[src/rtl/mag_hard_iron_cal.sv]
// mag_hard_iron_cal -- per-axis min/max sweep for hard-iron offsets, with offset-corrected output path.
// Rev 1.0
`default_nettype none

module mag_hard_iron_cal #(
   parameter int unsigned MIN_SAMPLES = 16
) (
   input  logic               clk,
   input  logic               rst,
   input  logic               in_valid,
   input  logic signed [15:0] in_x,
   input  logic signed [15:0] in_y,
   input  logic signed [15:0] in_z,
   input  logic               cal_en,
   input  logic               cal_clear,
   output logic               out_valid,
   output logic signed [15:0] out_x,
   output logic signed [15:0] out_y,
   output logic signed [15:0] out_z,
   output logic signed [15:0] off_x,
   output logic signed [15:0] off_y,
   output logic signed [15:0] off_z,
   output logic               cal_active,
   output logic               cal_done,
   output logic               cal_fail,
   output logic [7:0]         sample_cnt
);

   typedef enum logic [1:0] {
      S_RUN    = 2'd0,
      S_CAL    = 2'd1,
      S_COMMIT = 2'd2
   } state_t;

   localparam logic signed [15:0] POS_MAX = 16'sh7FFF;
   localparam logic signed [15:0] NEG_MIN = 16'sh8000;
   localparam logic [7:0]         MIN_CNT = MIN_SAMPLES[7:0];

   state_t             state;
   logic signed [15:0] smp     [3];
   logic signed [15:0] min_trk [3];
   logic signed [15:0] max_trk [3];
   logic signed [15:0] off_r   [3];
   logic signed [15:0] out_r   [3];
   logic [7:0]         cnt;
   logic               done_r;
   logic               fail_r;
   logic               vld_r;

   assign smp[0] = in_x;
   assign smp[1] = in_y;
   assign smp[2] = in_z;

   function automatic logic signed [15:0] sat_sub(input logic signed [15:0] a,
                                                  input logic signed [15:0] b);
      logic signed [16:0] d;
      d = {a[15], a} - {b[15], b};
      if (d > 17'sd32767)
         sat_sub = POS_MAX;
      else if (d < -17'sd32768)
         sat_sub = NEG_MIN;
      else
         sat_sub = d[15:0];
   endfunction

   // Midpoint in 17 bits, arithmetic shift; result always fits in 16 bits.
   function automatic logic signed [15:0] midpoint(input logic signed [15:0] lo,
                                                   input logic signed [15:0] hi);
      logic signed [16:0] s;
      s = {lo[15], lo} + {hi[15], hi};
      midpoint = s[16:1];
   endfunction

   always_ff @(posedge clk or negedge rst) begin
      if (!rst) begin
         state  <= S_RUN;
         cnt    <= 8'd0;
         done_r <= 1'b0;
         fail_r <= 1'b0;
         vld_r  <= 1'b0;
         for (int i = 0; i < 3; i++) begin
            min_trk[i] <= POS_MAX;
            max_trk[i] <= NEG_MIN;
            off_r[i]   <= 16'sd0;
            out_r[i]   <= 16'sd0;
         end
      end else begin
         done_r <= 1'b0;
         fail_r <= 1'b0;
         vld_r  <= in_valid;

         // Output path always uses the offsets held before this edge.
         if (in_valid) begin
            for (int i = 0; i < 3; i++)
               out_r[i] <= sat_sub(smp[i], off_r[i]);
         end

         if (cal_clear) begin
            state <= S_RUN;
            cnt   <= 8'd0;
            for (int i = 0; i < 3; i++) begin
               min_trk[i] <= POS_MAX;
               max_trk[i] <= NEG_MIN;
               off_r[i]   <= 16'sd0;
            end
         end else begin
            case (state)
               S_RUN: begin
                  if (cal_en) begin
                     state <= S_CAL;
                     if (in_valid) begin
                        cnt <= 8'd1;
                        for (int i = 0; i < 3; i++) begin
                           min_trk[i] <= smp[i];
                           max_trk[i] <= smp[i];
                        end
                     end else begin
                        cnt <= 8'd0;
                        for (int i = 0; i < 3; i++) begin
                           min_trk[i] <= POS_MAX;
                           max_trk[i] <= NEG_MIN;
                        end
                     end
                  end
               end
               S_CAL: begin
                  if (in_valid) begin
                     if (cnt != 8'hFF)
                        cnt <= cnt + 8'd1;
                     for (int i = 0; i < 3; i++) begin
                        if (smp[i] < min_trk[i])
                           min_trk[i] <= smp[i];
                        if (smp[i] > max_trk[i])
                           max_trk[i] <= smp[i];
                     end
                  end
                  if (!cal_en)
                     state <= S_COMMIT;
               end
               S_COMMIT: begin
                  state <= S_RUN;
                  if (cnt >= MIN_CNT) begin
                     done_r <= 1'b1;
                     for (int i = 0; i < 3; i++)
                        off_r[i] <= midpoint(min_trk[i], max_trk[i]);
                  end else begin
                     fail_r <= 1'b1;
                  end
               end
               default: state <= S_RUN;
            endcase
         end
      end
   end

   assign out_valid  = vld_r;
   assign out_x      = out_r[0];
   assign out_y      = out_r[1];
   assign out_z      = out_r[2];
   assign off_x      = off_r[0];
   assign off_y      = off_r[1];
   assign off_z      = off_r[2];
   assign cal_active = (state == S_CAL);
   assign cal_done   = done_r;
   assign cal_fail   = fail_r;
   assign sample_cnt = cnt;

endmodule

`default_nettype wire

[config.mk]
export PLATFORM = sky130hd
export DESIGN_NAME = mag_hard_iron_cal
export DESIGN_NICKNAME = d
export VERILOG_FILES = /design/src/rtl/mag_hard_iron_cal.sv
export SDC_FILE = /design/constraint.sdc
export NUM_CORES = 1
export LEC_CHECK = 0
export CAP_MARGIN = 0
export CELL_PAD_IN_SITES_DETAIL_PLACEMENT = 1
export CELL_PAD_IN_SITES_GLOBAL_PLACEMENT = 2
export CORE_ASPECT_RATIO = 0.9
export CORE_UTILIZATION = 37
export CTS_BUF_LIST = sky130_fd_sc_hd__clkbuf_8
export DETAILED_ROUTE_END_ITERATION = 7
export GPL_TIMING_DRIVEN = 1
export MAX_ROUTING_LAYER = met4
export PLACE_DENSITY = 0.82
export SYNTH_ARGS = -nofsm -noshare
export SYNTH_HDL_FRONTEND = slang
export SYNTH_SLANG_ARGS = --single-unit
[constraint.sdc]
create_clock -name clk -period 2.9 [get_ports clk]
set_input_delay 0.435 -clock clk [delete_from_list [all_inputs] [get_ports clk]]
set_output_delay 0.435 -clock clk [all_outputs]
set_load 0.05 [all_outputs]
==> qor.txt, run 1 <==
status -> finished, final reports clean
Final Max Slew Viols -> 0
DR pass1 iterations -> 5
die width -> 211.6 um
Clk pwr share -> 30.1%
full die area -> 40350 um^2
count leader, synth -> inv_1
unique cell type count in the Yosys netlist -> 83
CTS max path bufs -> 3
all-layer global routing usage -> 25.04%
DP Wirelength -> 37.72 mm
share of cells above drive strength 1 -> 17.86%
root buffer cell -> clkbuf_8
Placer Congestion -> 0.8959
ant diodes -> 0
Syn Nets -> 1800
Rel. slew slack -> 47.50%
Vias -> 13478
Top FF cell, synth -> dfrtp_1
setup repair bufs after CTS -> 0
Post-synth top cells -> inv_1, ha_1, dfrtp_1
clock-pin slew on the worst setup and hold paths -> 60 ps
CP Capture Type -> register
clock latency on the worst-skew pair -> 570 ps
final std cell area, no fill -> 19240 um^2
core box area -> 38630 um^2
H-tree levels -> 2
Starting DRT DRC Count -> 587
Max rail drop VDD -> 0.3082 mV
flops & latches, synth -> 205
CP Capture Point -> out_y[0]
LEAKAGE -> 9.052 nW
Final ANT Viol Nets -> 0
Critical Path Start -> off_y[4]
grt ovf -> 0
CP Cell Sequence -> inv_1, ha_1, o21a_1, o21ai_2, a31oi_2, a2111o_1, a311oi_4, nor3_2, buf_4, nand2b_1, a22o_1
Mapped Area -> 14630 um^2
Worst Setup Start Kind -> register
CP Class -> register to register
Flop pwr share -> 34.9%
Int Pwr -> 6.081 mW
Design Power -> 9.585 mW
routed len/inst -> 19.27 um
nets@finish -> 2176
worst flop-to-flop path endpoint -> out_y[0]
num ports -> 161
first-pass GRT wire length -> 77.77 mm
Fin Clk Skew -> 18.50 ps
endpoints failing hold -> 0
critical path depth -> 11
Data arrival, critical path -> 3190 ps
clk sinks -> 205
FFs w/ async S/R, synth -> 100.0%
sequential share of the synthesized area -> 35.47%
Worst Hold Class -> primary input to asynchronous set/reset pin
FF-to-FF setup slack -> 150 ps
Tcrit/Tclk final -> 94.66%
Syn. warnings -> 0
Post-synth EDFFs -> 0
r2r startpoint -> off_y[4]
Util after Layout -> 49.82%
slowest stage delay, CP -> 460 ps
Combinational Power Share -> 35.0%
CP delay by family, top -> compound AO/OA/AOI/OAI gates
largest area contributor in the netlist -> dfrtp_1
Die Height -> 190.7 um
Area Growth Syn to Fin -> 31.50%
switching pwr -> 3.504 mW
max-cap viol count -> 0
drc violations -> 0
RSZ-0062 raised after global routing -> yes
Final min period -> 2745 ps
TritonCTS clock tree -> built
Slowest-stage cell, CP -> a2111o_1
vias per cell -> 5.424
placed cell areas -> 18440 um^2
port bufs -> 160
Final setup viols -> 0
Power Density -> 498.1 nW/um^2
R2R depth -> 11
Initial Util -> 37.88%
synthesized instance count -> 1553
row count -> 68
Post-Route WL -> 47.89 mm
cts bufs inserted -> 40
CP required -> 3350 ps
initial antenna violation count -> 0
largest net degree at the start of global routing -> 65
Synth top area share -> 26.85%
Sw Ratio -> 36.56%
Worst Tran Pin Value -> 777.4 ps
crit path buf inv count -> 2
most area-consuming cells after synthesis -> dfrtp_1, ha_1, dfstp_2
top achievable clock speed -> 364.3 MHz
largest fanout on the critical path -> 8
mean area per synthesized cell -> 9.422 um^2
number of global-route vias before repair -> 14436
layout by cell type (no fill, tap or decap), drive strengths merged, types with 16 or more instances in the layout:
master and n:
ha 188, nor2b 20, dfrtp 157, buf 219
a22o 63, o21a 20, o22a 46, nand3 28
nand2b 18, clkdlybuf4s50 159, o21bai 16, clkbuf 49
dfstp 48, xor2 22, o2bb2ai 28, a32o 19
a21oi 112, xnor2 43, o21ai 67, nand2 86
inv 222, o32ai 17, a21o 45, nor2 82
per-stage QoR:
stage	cells	worst slack, ps	hold slack (ps)	setup TNS [ps]
finish	2485	154.7	423.1	0
global placement	2411	-323.8	458.5	-25100
global route	2485	-91.66	452.8	-138.6
floorplan	1553	176.9	139.4	0
detailed placement	2411	-390.0	462.7	-35260
CTS	2485	88.57	402.1	0
registers in the layout, summed over array words and instances, names as in the netlist:
register	cells
min_trk	48
max_trk	48
off_x	16
out_x	16
cal_done	1
state	2
sample_cnt	8
out_valid	1
cal_fail	1
out_y	16
off_z	16
off_y	16
out_z	16
worst min-delay path by stage:
stage	end	slack, ps	cells after the start
final	off_x[6]	420	2
after global routing	off_x[6]	450	2
after CTS	cal_done	400	2
after detailed placement	cal_done	460	1
after global placement	cal_done	460	1
after floorplan	cal_done	140	0
per-layer routing:
metal  vias to the layer above  global-route usage [%]  part of all wire, %
li1                       6409                       -                    -
met1                      6762                   32.36                   47
met2                       217                   40.74                   47
met3                        90                   3.277                  3.1
met4                         0                   7.525                  2.8
met5                         -                       -                    0
layout make-up:
class | instances | area [um^2]
clock buffer | 48 | 660.6
clock inverter | 25 | 107.6
fill | 4501 | 19380
inverter | 202 | 758.2
multi-input combinational | 1100 | 8497
sequential | 205 | 5190
tap | 525 | 656.9
timing repair buffer | 380 | 3372
cells by family after synthesis:
kind of cell             Yosys count  synth area share [%]
AO/OA/AOI/OAI                    524                 26.25
buffers and inverters            248                 6.721
AND/OR/NAND/NOR                  313                 10.47
XOR/XNOR                          65                 3.891
flip-flops                       205                 35.47
multiplexers                       3                0.2394
adder cells (fa/ha/maj)          195                 16.96
worst register-to-register path, stage by stage (launching register included):
cell      delay, ps
dfrtp_1         390
inv_1           110
ha_1            260
o21a_1          200
o21ai_2         210
a31oi_2          90
a2111o_1        460
a311oi_4        300
nor3_2           90
buf_4           170
nand2b_1        150
a22o_1          200
power by group through the flow:
| stage | Clock (mW) | Sequential [mW] | Combinational, mW |
|---|---|---|---|
| after global routing | 3.09 | 3.37 | 3.69 |
| after global placement | 0 | 3.38 | 3.25 |
| after CTS | 2.97 | 3.35 | 3.38 |
| after floorplan | 0 | 3.68 | 1.76 |
| final | 2.88 | 3.34 | 3.36 |
| after detailed placement | 0 | 3.39 | 3.36 |
timing repair:
action | in CTS | in global routing
gates resized for setup | 0 | 5
hold buffers | 1 | 0
endpoints found under the hold margin | 53 | 0
setup endpoints to repair | 0 | 8
Power figures use the tool's default switching activity.
==> inputs of run 2 (changes only) <==
--- a/config.mk
+++ b/config.mk
@@ -12,6 +12,7 @@
 export CORE_UTILIZATION = 37
 export CTS_BUF_LIST = sky130_fd_sc_hd__clkbuf_8
 export DETAILED_ROUTE_END_ITERATION = 7
+export GPL_ROUTABILITY_DRIVEN = 0
 export GPL_TIMING_DRIVEN = 1
 export MAX_ROUTING_LAYER = met4
 export PLACE_DENSITY = 0.82
==> results of run 2 <==
No change in the layout: final DEF, timing and power equal those of run 1.
